===== src/rtl/stack_pkg.sv =====
// Shared defaults for the stack controller and the calculator top level that
// instantiates it.
//
// Contents:
//   DATA_WIDTH_DEF  default width of one stack entry
//   DEPTH_DEF       default number of entries (power of 2)
//   PTR_WIDTH_DEF   default stack pointer width, holds 0..DEPTH_DEF inclusive
//   is_pow2()       helper for callers that want to sanity-check a DEPTH
package stack_pkg;

  localparam int DATA_WIDTH_DEF = 4;
  localparam int DEPTH_DEF      = 8;
  // One extra bit so the pointer can represent "full" (== DEPTH) without
  // wrapping back to zero.
  localparam int PTR_WIDTH_DEF  = $clog2(DEPTH_DEF) + 1;

  function automatic bit is_pow2(input int value);
    return (value > 0) && ((value & (value - 1)) == 0);
  endfunction

endpackage : stack_pkg


===== src/rtl/pulse_gen_edge.sv =====
// Rising-edge one-shot. Turns a held level into a single-cycle pulse that is
// high in the same cycle the level first appears (no added latency).
//
// Ports:
//   clk  in  1  system clock
//   rst  in  1  synchronous active-high reset; clears the history register
//   in   in  1  level input (e.g. a debounced button)
//   out  out 1  in & ~in_q : high for one cycle per rising edge of in
//
// Because reset clears the history to 0, a level held high through reset is
// seen as a fresh edge on the first cycle after reset is released.
module pulse_gen_edge (
  input  logic clk,
  input  logic rst,
  input  logic in,
  output logic out
);

  logic in_q;

  always_ff @(posedge clk) begin
    if (rst) begin
      in_q <= 1'b0;
    end else begin
      in_q <= in;
    end
  end

  assign out = in & ~in_q;

endmodule : pulse_gen_edge


===== src/rtl/stack_ctrl_unit.sv =====
// LIFO stack controller for the RPN calculator datapath. Single-cycle push and
// pop, one-shot completion strobes, full/empty status and a visible stack
// pointer.
//
// Ports:
//   clk            in   1           system clock, all state on rising edge
//   rst            in   1           synchronous active-high reset
//   din            in   DATA_WIDTH  value written on an accepted push
//   push           in   1           push request (pulse, or level if EDGE_IN=1)
//   pop            in   1           pop request (pulse, or level if EDGE_IN=1)
//   dout           out  DATA_WIDTH  most recently popped value, registered
//   pushed         out  1           one-cycle strobe: push accepted
//   popped         out  1           one-cycle strobe: pop accepted, dout new
//   full           out  1           stack_pointer == DEPTH
//   empty          out  1           stack_pointer == 0
//   stack_pointer  out  PTR_WIDTH   number of valid entries
//
// Request/completion protocol: a request is sampled at a rising clk edge.
// It is accepted only if exactly one of push/pop is active and the stack can
// take it (push needs !full, pop needs !empty). An accepted request raises its
// strobe for exactly the one cycle after that edge; for a pop, dout carries
// the popped value from that same cycle onward. Rejected requests (overflow,
// underflow, push+pop together) leave every register untouched and produce no
// strobe. There is no back-pressure: the requester must watch full/empty.
//
// DEPTH must be a power of 2 so the low pointer bits index the memory
// directly.
module stack_ctrl_unit
  import stack_pkg::*;
#(
  parameter int DATA_WIDTH = DATA_WIDTH_DEF,
  parameter int DEPTH      = DEPTH_DEF,
  parameter int PTR_WIDTH  = $clog2(DEPTH) + 1,
  parameter bit EDGE_IN    = 1'b0
) (
  input  logic                  clk,
  input  logic                  rst,
  input  logic [DATA_WIDTH-1:0] din,
  input  logic                  push,
  input  logic                  pop,
  output logic [DATA_WIDTH-1:0] dout,
  output logic                  pushed,
  output logic                  popped,
  output logic                  full,
  output logic                  empty,
  output logic [PTR_WIDTH-1:0]  stack_pointer
);

  localparam int ADDR_WIDTH = $clog2(DEPTH);

  logic                  push_req;
  logic                  pop_req;
  logic                  do_push;
  logic                  do_pop;
  logic [PTR_WIDTH-1:0]  sp;
  logic [ADDR_WIDTH-1:0] wr_idx;
  logic [ADDR_WIDTH-1:0] rd_idx;
  logic [DATA_WIDTH-1:0] mem [DEPTH];

  // Optional input conditioning so raw button levels can drive the stack.
  generate
    if (EDGE_IN) begin : g_edge_in
      pulse_gen_edge u_push_edge (
        .clk (clk),
        .rst (rst),
        .in  (push),
        .out (push_req)
      );
      pulse_gen_edge u_pop_edge (
        .clk (clk),
        .rst (rst),
        .in  (pop),
        .out (pop_req)
      );
    end else begin : g_pulse_in
      assign push_req = push;
      assign pop_req  = pop;
    end
  endgenerate

  assign full  = (sp == PTR_WIDTH'(DEPTH));
  assign empty = (sp == '0);

  // Simultaneous push and pop cancel each other out.
  assign do_push = push_req & ~pop_req & ~full;
  assign do_pop  = pop_req & ~push_req & ~empty;

  // Write slot is sp itself (only used when sp < DEPTH). Read slot is sp-1;
  // computing it in ADDR_WIDTH bits wraps sp==DEPTH to the last slot, which
  // is exactly the top entry when full.
  assign wr_idx = sp[ADDR_WIDTH-1:0];
  assign rd_idx = wr_idx - 1'b1;

  // Control state. Reset wins over any same-cycle request.
  always_ff @(posedge clk) begin
    if (rst) begin
      sp     <= '0;
      dout   <= '0;
      pushed <= 1'b0;
      popped <= 1'b0;
    end else begin
      pushed <= do_push;
      popped <= do_pop;
      if (do_push) begin
        sp <= sp + 1'b1;
      end else if (do_pop) begin
        sp   <= sp - 1'b1;
        dout <= mem[rd_idx];
      end
    end
  end

  // Storage is not cleared by reset; only the write is suppressed so a push
  // coinciding with reset leaves no trace.
  always_ff @(posedge clk) begin
    if (!rst && do_push) begin
      mem[wr_idx] <= din;
    end
  end

  assign stack_pointer = sp;

endmodule : stack_ctrl_unit


===== config.mk =====
export PLATFORM = sky130hd
export DESIGN_NAME = stack_ctrl_unit
export DESIGN_NICKNAME = d
export VERILOG_FILES = /design/src/rtl/stack_pkg.sv /design/src/rtl/pulse_gen_edge.sv /design/src/rtl/stack_ctrl_unit.sv
export SDC_FILE = /design/constraint.sdc
export NUM_CORES = 1
export LEC_CHECK = 0
export CORE_ASPECT_RATIO = 0.9
export CORE_MARGIN = 4
export CORE_UTILIZATION = 35
export DETAILED_ROUTE_END_ITERATION = 7
export HOLD_SLACK_MARGIN = 0.06
export MAX_ROUTING_LAYER = met4
export SLEW_MARGIN = 20
export SYNTH_ARGS = -nofsm -noshare
export SYNTH_HDL_FRONTEND = slang
export SYNTH_SLANG_ARGS = --single-unit

===== constraint.sdc =====
create_clock -name clk -period 2.7 [get_ports clk]
set_clock_uncertainty 0.2 [all_clocks]
set_input_delay 0.54 -clock clk [delete_from_list [all_inputs] [get_ports clk]]
set_output_delay 0.54 -clock clk [all_outputs]
set_load 0.02 [all_outputs]

# Yosys cells after proc, flatten, opt, wreduce, memory -nomap -nowiden
# Memory sizes are Yosys's and may differ from the RTL's. A register that Yosys moved wholly into a read port is not among the register bits.
# Cells that the tools add are included.
[word_totals] register_bits=6 ramBits=32 output_inout_bits=12 elab_cells=26 mem_count=1
[memory_table] memory="mem" words=8 word_bits=4 rd=1 rd_ports_with_merged_regs=1 write_ports=1 line_no="stack_ctrl_unit.sv:58" source="logic [DATA_WIDTH-1:0] mem [DEPTH];"
[op_classes] add_sub_neg=3 eq_ne=1 muxes=4 bitwise_logic=9 reduce_logical=5
[ops] operator="2-to-1 mux 4 bit" n=2
[ops] operator="inverter 1 bit" n=5
[ops] operator="adder 4 x 1 -> 4 bit, second input constant" n=1
[ops] operator="bitwise AND 1 bit" n=4
[ops] operator="equality test 4 bit, second input constant" n=1
[ops] operator="logical NOT 4 bit" n=1
[ops] operator="subtractor 4 x 1 -> 4 bit, second input constant" n=1
[ops] operator="subtractor 3 x 1 -> 3 bit, second input constant" n=1
[ops] operator="2-to-1 mux 1 bit" n=2
[ops] operator="AND reduction 2 bit" n=1
[ops] operator="nonzero test 2 bit" n=1
[ops] operator="logical AND 1 bit" n=1
[ops] operator="logical NOT 1 bit" n=1

# Logic depth before layout (Yosys ltp)
# Gate-level depths: netlist of the first run.
[depth] ltp_word=6 mapped_depth=10 depth_no_buf=9

# Least setup slack after synthesis of the first run
# No wires, ideal clock.
[synth_timing] path_type="register to register" from="register sp[0], in the netlist stack_pointer[0]" to="memory mem[0][0] in the netlist's numbering, enable pin" t_arrival_ps=1934 path_slack_ps=205 path_stages_with_launch=9 period_less_slack_ps=2495 cell_sequence="dfxtp_1 buf_6 inv_1 ha_1 nand3b_4 inv_1 nor3_4 nand2_1 nor3_1"
[synth_between] elab_chain_len=6
[synth_rtl] element="start, declared" line_no="stack_ctrl_unit.sv:55" source="logic [PTR_WIDTH-1:0] sp;"
[synth_rtl] element="start signal, assigned" line_no="stack_ctrl_unit.sv:105" source="sp <= sp + 1'b1;"
[synth_rtl] element="start signal, assigned" line_no="stack_ctrl_unit.sv:107" source="sp <= sp - 1'b1;"
[synth_rtl] element="equality test 4 bit" line_no="stack_ctrl_unit.sv:81" source="assign full = (sp == PTR_WIDTH'(DEPTH));"
[synth_rtl] element="via full" line_no="stack_ctrl_unit.sv:44" source="output logic full,"
[synth_rtl] element="inverter 1 bit" line_no="stack_ctrl_unit.sv:85" source="assign do_push = push_req & ~pop_req & ~full;"
[synth_rtl] element="bitwise AND 1 bit" line_no="stack_ctrl_unit.sv:85"
[synth_rtl] element="logical AND 1 bit" line_no="stack_ctrl_unit.sv:116" source="if (!rst && do_push) begin"
[synth_rtl] element="2-to-1 mux 1 bit" line_no="stack_ctrl_unit.sv:116"
[synth_rtl] element="2-to-1 mux 1 bit (implied by the code)" line_no="stack_ctrl_unit.sv:117" source="mem[wr_idx] <= din;"
[synth_rtl] element="end, declared" line_no="stack_ctrl_unit.sv:58"
# The timed path passes the listed nets, and every way through them passes these cells.

# Worst setup path in the final report of the first run
[layout_timing] from="register sp[0], in the netlist stack_pointer[0]" to="output port full"
[layout_between] elab_chain_len=1
[layout_rtl] element="equality test 4 bit" line_no="stack_ctrl_unit.sv:81"
[layout_rtl] element="end, declared" line_no="stack_ctrl_unit.sv:44"
# No other way between the ends.

==> results.sh, run 1 <==
export IMPL_status="finished, final reports clean"
export IMPL_synth_ff_type="edfxtp_1"
export IMPL_hp_class="flop to flop"
export IMPL_fillers=452
export IMPL_path_cells="inv_1 -> ha_1 -> nand3b_4 -> inv_1 -> clkdlybuf4s50_1"
export IMPL_crit_path_end_kind="output pin"
export IMPL_ant_nets=0
export IMPL_cts_hold_buf=0
export IMPL_startpoint="stack_pointer[0]"
export IMPL_seqCellArea_um2=1161
export IMPL_critPathMaxFanout=4
export IMPL_cp_start_kind="flop"
export IMPL_remaining_drc_errors=0
export IMPL_p_leak_nw=0.8218
export IMPL_cts_root_buffer="clkbuf_8"
export IMPL_via_count=1009
export IMPL_clock_path_buffers=2
export IMPL_core_um2=4955
export IMPL_yosysTopAreaCell="edfxtp_1"
export IMPL_min_from="dout[2]"
export IMPL_slew_limit_headroom=0.7279
export IMPL_drive_gt1_frac=0.2662
export IMPL_max_vdd_ir_drop_mv=0.3418
export IMPL_place_area_um2=2195
export IMPL_finalPower_mw=1.817
export IMPL_place_gp_congestion=0.7484
export IMPL_grt_max_degree=14
export IMPL_cpMostUsedCell="inv_1"
export IMPL_fp_dieH_um=76.82
export IMPL_die_x_um=84.47
export IMPL_clock_sinks=42
export IMPL_cts_buffers=5
export IMPL_cp_data_required_time_ns=1.96
export IMPL_worstSetupPathType="flop to output pin"
export IMPL_finalCritPeriodShare=0.9611
export IMPL_synthToLayoutAreaGrowth_pct=24.86
export IMPL_final_util=0.4641
export IMPL_dp_hpwl_um=2347
export IMPL_diodes=0
export IMPL_hold_viol_final=0
export IMPL_worst_pin_slew_ns=0.4071
export IMPL_antenna_found_initial=0
export IMPL_overflow=0
export IMPL_syn_area_um2=1842
export IMPL_cts_tree="done"
export IMPL_maxSlewViolCount=0
export IMPL_grt_pass1_wl_um=5375
export IMPL_h_tree_depth=2
export IMPL_wl_per_cell_um=14.80
export IMPL_yosysWarnings=0
export IMPL_clk_latency_ns=0.29
export IMPL_synth_avg_cell_area_um2=16.16
export IMPL_io_pins=20
export IMPL_grt_setup_unrepaired="false"
export IMPL_synth_area_leaders="edfxtp_1, dfxtp_1, mux4_2, mux4_1, nand2_1"
export IMPL_synth_fp_nets=126
export IMPL_synth_edf_count=32
export IMPL_p_per_area_nw_per_um2=790.2
export IMPL_period_needed_ns=2.595
export IMPL_track_usage=0.1160
export IMPL_ys_ff_latch=42
export IMPL_dr_pass1_iters=4
export IMPL_nets=165
export IMPL_reg2reg_from="stack_pointer[0]"
export IMPL_ys_seq_area_frac=0.6304
export IMPL_async_reset_ff_frac=0
export IMPL_cap_viol_max_count=0
export IMPL_syn_inst=114
export IMPL_critical_path_max_stage_delay_ns=0.63
export IMPL_slowest_stage="clkdlybuf4s50_1"
export IMPL_viasPerCell=4.607
export IMPL_path_delay_family="buffers and inverters"
export IMPL_finalSetupViolCount=0
export IMPL_fin_tns_setup_ns=0
export IMPL_critical_path_arrival_ns=1.86
export IMPL_num_rows=24
export IMPL_fmax_mhz=385.4
export IMPL_dieArea_um2=6489
export IMPL_multi_input_area_um2=623.1
export IMPL_initial_utilization=0.3717
export IMPL_port_buffer_count=19
export IMPL_path_clk_slew_ns=0.08
export IMPL_finalWirelength_um=3242
export IMPL_critical_path_buf_inv_count=3
export IMPL_design_area_um2=2300
export IMPL_grt_pass1_vias=1035
export IMPL_drt_initial_drc_count=61
export IMPL_yosysUniqueCellTypes=33
export IMPL_synth_top_area_share=0.5217
per-layer routing:
| metal | up-vias | GRT usage | routed length (um) |
|---|---|---|---|
| li1 | 505 | - | - |
| met1 | 479 | 0.1489 | 1519 |
| met2 | 21 | 0.1656 | 1512 |
| met3 | 4 | 0.04394 | 145 |
| met4 | 0 | 0.04747 | 64 |
| met5 | - | - | 0 |
synth_stat cells (2+ instances only):
| master | number |
|---|---|
| edfxtp_1 | 32 |
| nand2_1 | 12 |
| nor2_1 | 11 |
| dfxtp_1 | 10 |
| mux4_2 | 7 |
| a22oi_1 | 4 |
| ha_1 | 3 |
| inv_1 | 3 |
| nand2b_1 | 3 |
| nor3_1 | 3 |
| clkbuf_8 | 2 |
| mux4_1 | 2 |
| xnor2_1 | 2 |
report_power, final:
part / internal [mW] / total (mW) / switching [mW]
Clock: 0.277 / 0.481 / 0.205
Sequential: 0.734 / 0.763 / 0.0293
Combinational: 0.290 / 0.573 / 0.282
Total: 1.30 / 1.82 / 0.516
tightest hold or removal path: cells and delay by family (launching register included):
family	cells	cell delay, ns
and+or+nand+nor	2	0.09
DFF	1	0.31
worst paths after layout:
check / to / cells past startpoint / slack (ns)
setup / recovery: full / 5 / 0.10
hold / removal: dout[2] / 2 / 0.24
setup reg to reg: stack_pointer[3] / 9 / 0.51
hold reg to reg: dout[2] / 2 / 0.24
cells by family (layout without fill, tap and decap cells):
family          after synthesis  after routing  share of synthesized area
compound gates               10             10                    0.04687
xor+xnor                      3              3                    0.01427
fa+ha+maj                     4              4                    0.03125
buf+inv                       7             47                    0.03125
flops                        42             42                     0.6304
mux                          10             10                     0.1196
simple gates                 38             38                     0.1264
area by class of cell:
| class | count | share of cell area |
|---|---|---|
| Multi-Input combinational cell | 65 | 0.2709 |
| Timing Repair Buffer | 36 | 0.1376 |
| Clock buffer | 7 | 0.03319 |
| Sequential cell | 42 | 0.5049 |
| Clock inverter | 1 | 0.01306 |
| Tap cell | 65 | 0.03536 |
| Inverter | 3 | 0.004897 |
registers in the layout, summed over array words and instances, names as in the netlist:
signal	flops
mem	32
popped	1
pushed	1
stack_pointer	4
dout	4
what timing repair did:
action,in CTS,in global routing
hold endpoints to repair,0,0
endpoints found under the setup margin,1,0
resized for setup,1,0
buffers inserted,0,0
through the flow:
stage / std cells / setup WS, ns / hold WS, ns
2_1_floorplan: 114 / 0.2048 / 0.3147
3_3_place_gp: 211 / 0.003433 / 0.2253
3_5_place_dp: 211 / -0.03832 / 0.2332
4_1_cts: 219 / 0.08410 / 0.2437
5_1_grt: 219 / 0.01601 / 0.2652
6_report: 219 / 0.1050 / 0.2379
cell usage in the layout (no fill, tap or decap), types with 4 or more instances in the layout:
cell type        Yosys  routed
dfxtp_1             10      10
mux4_2               7       7
nor2_1              11      11
buf_4                1      17
a22oi_1              4       4
clkbuf_8             2       5
nand2_1             12      12
clkdlybuf4s50_1      0      18
edfxtp_1            32      32
No activity file was read; power rests on OpenSTA's default activity.
==> run 2: changes to the inputs <==
--- a/config.mk
+++ b/config.mk
@@ -8,9 +8,11 @@
 export CORE_ASPECT_RATIO = 0.9
 export CORE_MARGIN = 4
 export CORE_UTILIZATION = 35
+export CTS_BUF_LIST = sky130_fd_sc_hd__clkbuf_4
 export DETAILED_ROUTE_END_ITERATION = 7
 export HOLD_SLACK_MARGIN = 0.06
 export MAX_ROUTING_LAYER = met4
+export REMOVE_ABC_BUFFERS = 1
 export SLEW_MARGIN = 20
 export SYNTH_ARGS = -nofsm -noshare
 export SYNTH_HDL_FRONTEND = slang
==> results.sh, run 2 (synthesis gave the netlist of run 1 again) <==
export IMPL_slowest_stage="dlygate4sd2_1"
export IMPL_p_per_area_nw_per_um2=758.7
export IMPL_regToRegEndpoint="stack_pointer[3]"
export IMPL_reg2reg_from="stack_pointer[0]"
export IMPL_clock_sinks=42
export IMPL_hold_path_end="dout[1]"
export IMPL_dr_pass1_iters=4
export IMPL_finalSetupViolCount=0
export IMPL_num_rows=24
export IMPL_p_int_mw=1.248
export IMPL_switchingPower_mw=0.4992
export IMPL_port_buffer_count=19
export IMPL_dp_cells=214
export IMPL_fmax_mhz=414.6
export IMPL_clk_latency_ns=0.35
export IMPL_grt_max_degree=14
export IMPL_grt_pass1_vias=1031
export IMPL_status="finished, final reports clean"
export IMPL_slew_limit_headroom=0.7354
export IMPL_p_leak_nw=0.8501
export IMPL_grt_setup_unrepaired="false"
export IMPL_cp_start_kind="flop"
export IMPL_cts_buffers=5
export IMPL_pwr_share_comb=0.330
export IMPL_max_vdd_ir_drop_mv=0.3611
export IMPL_via_count=1051
export IMPL_worst_r2r_path_depth=9
export IMPL_critical_path_arrival_ns=1.67
export IMPL_fp_dieH_um=76.82
export IMPL_dieArea_um2=6489
export IMPL_cap_viol_max_count=0
export IMPL_finalWirelength_um=3369
export IMPL_track_usage=0.1130
export IMPL_remaining_drc_errors=0
export IMPL_min_from="dout[1]"
export IMPL_antenna_found_initial=0
export IMPL_grt_pass1_wl_um=5271
export IMPL_crit_path_end_kind="output pin"
export IMPL_worst_pin_slew_ns=0.3958
export IMPL_hp_class="flop to flop"
export IMPL_io_pins=20
export IMPL_h_tree_depth=2
export IMPL_critical_path_max_stage_delay_ns=0.38
export IMPL_core_um2=4955
export IMPL_hold_slack_ns=0.2513
export IMPL_hold_path_depth=2
export IMPL_die_x_um=84.47
export IMPL_clock_path_buffers=2
export IMPL_design_area_um2=2302
export IMPL_layout_commonest_cell="edfxtp_1"
export IMPL_drt_initial_drc_count=72
export IMPL_stdcell_count=222
export IMPL_place_area_um2=2217
export IMPL_viasPerCell=4.734
export IMPL_clkPwrFrac=0.229
export IMPL_reg2reg_setup_slack_ns=0.58
export IMPL_regMostFlops="mem"
export IMPL_initial_utilization=0.3717
export IMPL_final_util=0.4646
export IMPL_overflow=0
export IMPL_cp_data_required_time_ns=1.96
export IMPL_wl_per_cell_um=15.18
export IMPL_period_needed_ns=2.412
export IMPL_maxSlewViolCount=0
export IMPL_ant_nets=0
export IMPL_finalCritPeriodShare=0.8932
export IMPL_synthToLayoutAreaGrowth_pct=25.00
export IMPL_finalWorstSetupSlack_ns=0.2883
export IMPL_layout_common_cells="edfxtp_1, buf_4, clkdlybuf4s50_1, nand2_1, nor2_1"
export IMPL_p_sw_frac=0.2858
export IMPL_path_cells="inv_1 -> ha_1 -> nor3b_1 -> dlygate4sd2_1"
export IMPL_pwr_share_seq=0.441
export IMPL_cts_root_buffer="clkbuf_4"
export IMPL_cts_tree="done"
export IMPL_drive_gt1_frac=0.2994
export IMPL_diodes=0
export IMPL_nets=168
export IMPL_critPathMaxFanout=4
export IMPL_pre_cts_slack_ns=-0.04295
export IMPL_largest_reg_flops=32
export IMPL_path_clk_slew_ns=0.12
export IMPL_hold_viol_final=0
export IMPL_dp_hpwl_um=2596
export IMPL_worstSetupPathType="flop to output pin"
export IMPL_place_gp_congestion=0.8559
[run 2: cell types whose count changed in the layout (fill, tap and decap cells not counted), sizes merged]
| cell | previous run | this run |
|---|---|---|
| dlymetal6s2s | 0 | 1 |
| clkdlybuf4s50 | 18 | 17 |
| buf | 17 | 20 |
[run 2: cell type report]
cell class,count,area [um2]
Timing Repair Buffer,39,341.6
Sequential cell,42,1162
Clock inverter,1,30.03
Clock buffer,7,52.55
Inverter,3,11.26
Tap cell,65,81.33
Fill cell,445,2653
Multi-Input combinational cell,65,623.1
[run 2: critical path, delay by kind of cell, from the launching register on]
kind | cells | cell delay (ns)
simple gates | 1 | 0.31
flops | 1 | 0.32
buf+inv | 2 | 0.45
fa+ha+maj | 1 | 0.25
[run 2: timing repair]
| action | in CTS | in global routing |
|---|---|---|
| resized for setup | 1 | 2 |
| hold buffers | 0 | 0 |
| pin swaps | 0 | 0 |
| hold endpoints to repair | 0 | 0 |
| setup buffers | 0 | 0 |
| setup endpoints to repair | 1 | 1 |
[run 2: power by group through the flow]
stage          Combinational, mW  Clock, mW  Sequential (mW)
6_report                   0.576      0.400            0.771
3_5_place_dp               0.592          0            0.785
3_3_place_gp               0.586          0            0.783
5_1_grt                    0.627      0.452            0.776
4_1_cts                    0.589      0.417            0.770
2_1_floorplan              0.308          0            0.841
[run 2: per-layer routing]
metal | vias to the layer above | track usage | part of all wire
met5 | - | - | 0
met4 | 0 | 0.03797 | 0.014
met3 | 5 | 0.04180 | 0.034
met2 | 13 | 0.1767 | 0.50
met1 | 521 | 0.1359 | 0.46
li1 | 512 | - | -
[run 2: worst max path at each step]
stage	start	to	cells past startpoint
global route	stack_pointer[0]	empty	4
finish	stack_pointer[0]	empty	4
global placement	push	stack_pointer[3]	8
CTS	stack_pointer[2]	full	3
floorplan	stack_pointer[0]	mem[1][0]	7
detailed placement	push	stack_pointer[3]	8
[run 2: through the flow]
step                TNS (ns)  power [mW]
floorplan                  0       1.149
global placement    -0.01109       1.368
detailed placement  -0.04929       1.377
CTS                        0       1.775
global route               0       1.855
finish                     0       1.747
==> run 3: changes to the inputs <==
--- a/config.mk
+++ b/config.mk
@@ -5,7 +5,8 @@
 export SDC_FILE = /design/constraint.sdc
 export NUM_CORES = 1
 export LEC_CHECK = 0
-export CORE_ASPECT_RATIO = 0.9
+export ABC_CLOCK_PERIOD_IN_PS = 2700
+export CORE_ASPECT_RATIO = 1.75
 export CORE_MARGIN = 4
 export CORE_UTILIZATION = 35
 export CTS_BUF_LIST = sky130_fd_sc_hd__clkbuf_4
==> results.sh, run 3 (synthesis gave the netlist of run 1 again) <==
export IMPL_seqCellArea_um2=1161
export IMPL_dp_hpwl_um=2675
export IMPL_viasPerCell=5.097
export IMPL_grt_setup_unrepaired="false"
export IMPL_final_util=0.4459
export IMPL_globalRouteMet1Util=0.1063
export IMPL_critical_path_arrival_ns=2.53
export IMPL_core_um2=5020
export IMPL_pwr_share_comb=0.350
export IMPL_grt_pass1_wl_um=5602
export IMPL_via_count=1055
export IMPL_dp_cells=199
export IMPL_io_pins=20
export IMPL_clock_path_buffers=2
export IMPL_antenna_found_initial=0
export IMPL_critPathMaxFanout=3
export IMPL_busiest_layer="met2"
export IMPL_p_leak_nw=0.8161
export IMPL_crit_path_end_kind="flop"
export IMPL_reg2reg_from="stack_pointer[0]"
export IMPL_remaining_drc_errors=0
export IMPL_largest_reg_flops=32
export IMPL_design_area_um2=2238
export IMPL_initial_utilization=0.3669
export IMPL_grtUsageMet3=0.03676
export IMPL_worst_pin_slew_ns=0.3929
export IMPL_clkPwrFrac=0.185
export IMPL_finalSetupViolCount=0
export IMPL_dr_pass1_iters=2
export IMPL_finalPower_mw=1.638
export IMPL_switchingPower_mw=0.5112
export IMPL_status="finished, final reports clean"
export IMPL_place_area_um2=2173
export IMPL_cap_viol_max_count=0
export IMPL_fp_dieH_um=104.0
export IMPL_place_gp_congestion=0.7765
export IMPL_maxSlewViolCount=0
export IMPL_cp_start_kind="primary input"
export IMPL_finalWirelength_um=3370
export IMPL_hp_class="flop to flop"
export IMPL_worstSetupPathType="primary input to flop"
export IMPL_track_usage=0.1178
export IMPL_ant_nets=0
export IMPL_layout_commonest_cell="edfxtp_1"
export IMPL_wl_per_cell_um=16.28
export IMPL_dieArea_um2=6532
export IMPL_slew_limit_headroom=0.7374
export IMPL_overflow=0
export IMPL_min_from="dout[1]"
export IMPL_num_rows=34
export IMPL_diodes=0
export IMPL_drt_initial_drc_count=29
export IMPL_pre_cts_slack_ns=-0.1105
export IMPL_pwr_share_seq=0.465
export IMPL_h_tree_depth=2
export IMPL_cp_data_required_time_ns=2.79
export IMPL_hold_viol_final=0
export IMPL_cts_buffers=5
export IMPL_fmax_mhz=410.2
export IMPL_p_per_area_nw_per_um2=731.6
export IMPL_path_clk_slew_ns=0.13
export IMPL_port_buffer_count=19
export IMPL_cts_hold_buf=0
export IMPL_hold_slack_ns=0.2427
export IMPL_met2_usage=0.2108
export IMPL_clk_latency_ns=0.34
export IMPL_fin_tns_setup_ns=0
export IMPL_multi_input_area_um2=628.1
export IMPL_die_x_um=62.84
export IMPL_synthToLayoutAreaGrowth_pct=21.54
export IMPL_p_sw_frac=0.3122
export IMPL_cts_root_buffer="clkbuf_4"
export IMPL_clock_sinks=42
export IMPL_startpoint="push"
export IMPL_finalCritPeriodShare=0.9029
export IMPL_grt_pass1_vias=1117
export IMPL_grt_max_degree=15
export IMPL_layout_common_cells="edfxtp_1, clkdlybuf4s50_1, buf_4, nand2_1, nor2_1"
export IMPL_cts_setup_buffers=0
export IMPL_fillers=456
export IMPL_finalWorstSetupSlack_ns=0.2622
export IMPL_drive_gt1_frac=0.2810
export IMPL_cts_tree="done"
export IMPL_p_int_mw=1.126
export IMPL_stdcell_count=207
export IMPL_period_needed_ns=2.438
export IMPL_regMostFlops="mem"
export IMPL_nets=164
export IMPL_max_vdd_ir_drop_mv=0.2382
## run 3: cell count changes in the layout (fill, tap and decap cells not counted), sizes merged
cell,delta
bufinv,-1
clkinv,+2
clkinvlp,+1
clkbuf,-2
buf,-4
## run 3: final timing paths
kind                 endpoint  slack, ns  cells past startpoint
max          stack_pointer[3]       0.26                      8
min                   dout[1]       0.24                      2
max reg2reg  stack_pointer[3]       0.50                      9
min reg2reg           dout[1]       0.24                      2
## run 3: critical path, stage by stage
cell and delay (ns):
clkdlybuf4s50_1 0.49, or2b_4 0.27, nand2b_1 0.17, ha_1 0.28, a21o_2 0.21, a21oi_1 0.17
mux4_2 0.31, nor2_1 0.09
## run 3: cell type report
| class | count | share of cell area |
|---|---|---|
| flip-flops and latches | 42 | 0.5187 |
| multi-input cells | 65 | 0.2806 |
| repair buffers | 35 | 0.1392 |
| well taps | 54 | 0.03018 |
| clock buffers | 5 | 0.01677 |
| clock inverters | 3 | 0.009503 |
| inverters | 3 | 0.005031 |
## run 3: timing repair
action                     in CTS  in global routing
gates resized for setup         2                  1
pin swaps                       0                  0
setup endpoints to repair       1                  1
cloned                          0                  0
## run 3: metal layers
| layer | vias to the layer above | wire length [um] |
|---|---|---|
| met3 | 9 | 149 |
| met1 | 515 | 1191 |
| met5 | - | 0 |
| li1 | 503 | - |
| met2 | 28 | 1924 |
| met4 | 0 | 105 |
## run 3: power groups by stage
stage | Clock (mW) | Sequential [mW] | Combinational [mW]
after global placement | 0 | 0.775 | 0.581
after global routing | 0.343 | 0.768 | 0.629
after CTS | 0.316 | 0.763 | 0.586
after floorplan | 0 | 0.841 | 0.308
after detailed placement | 0 | 0.777 | 0.587
final | 0.302 | 0.762 | 0.573
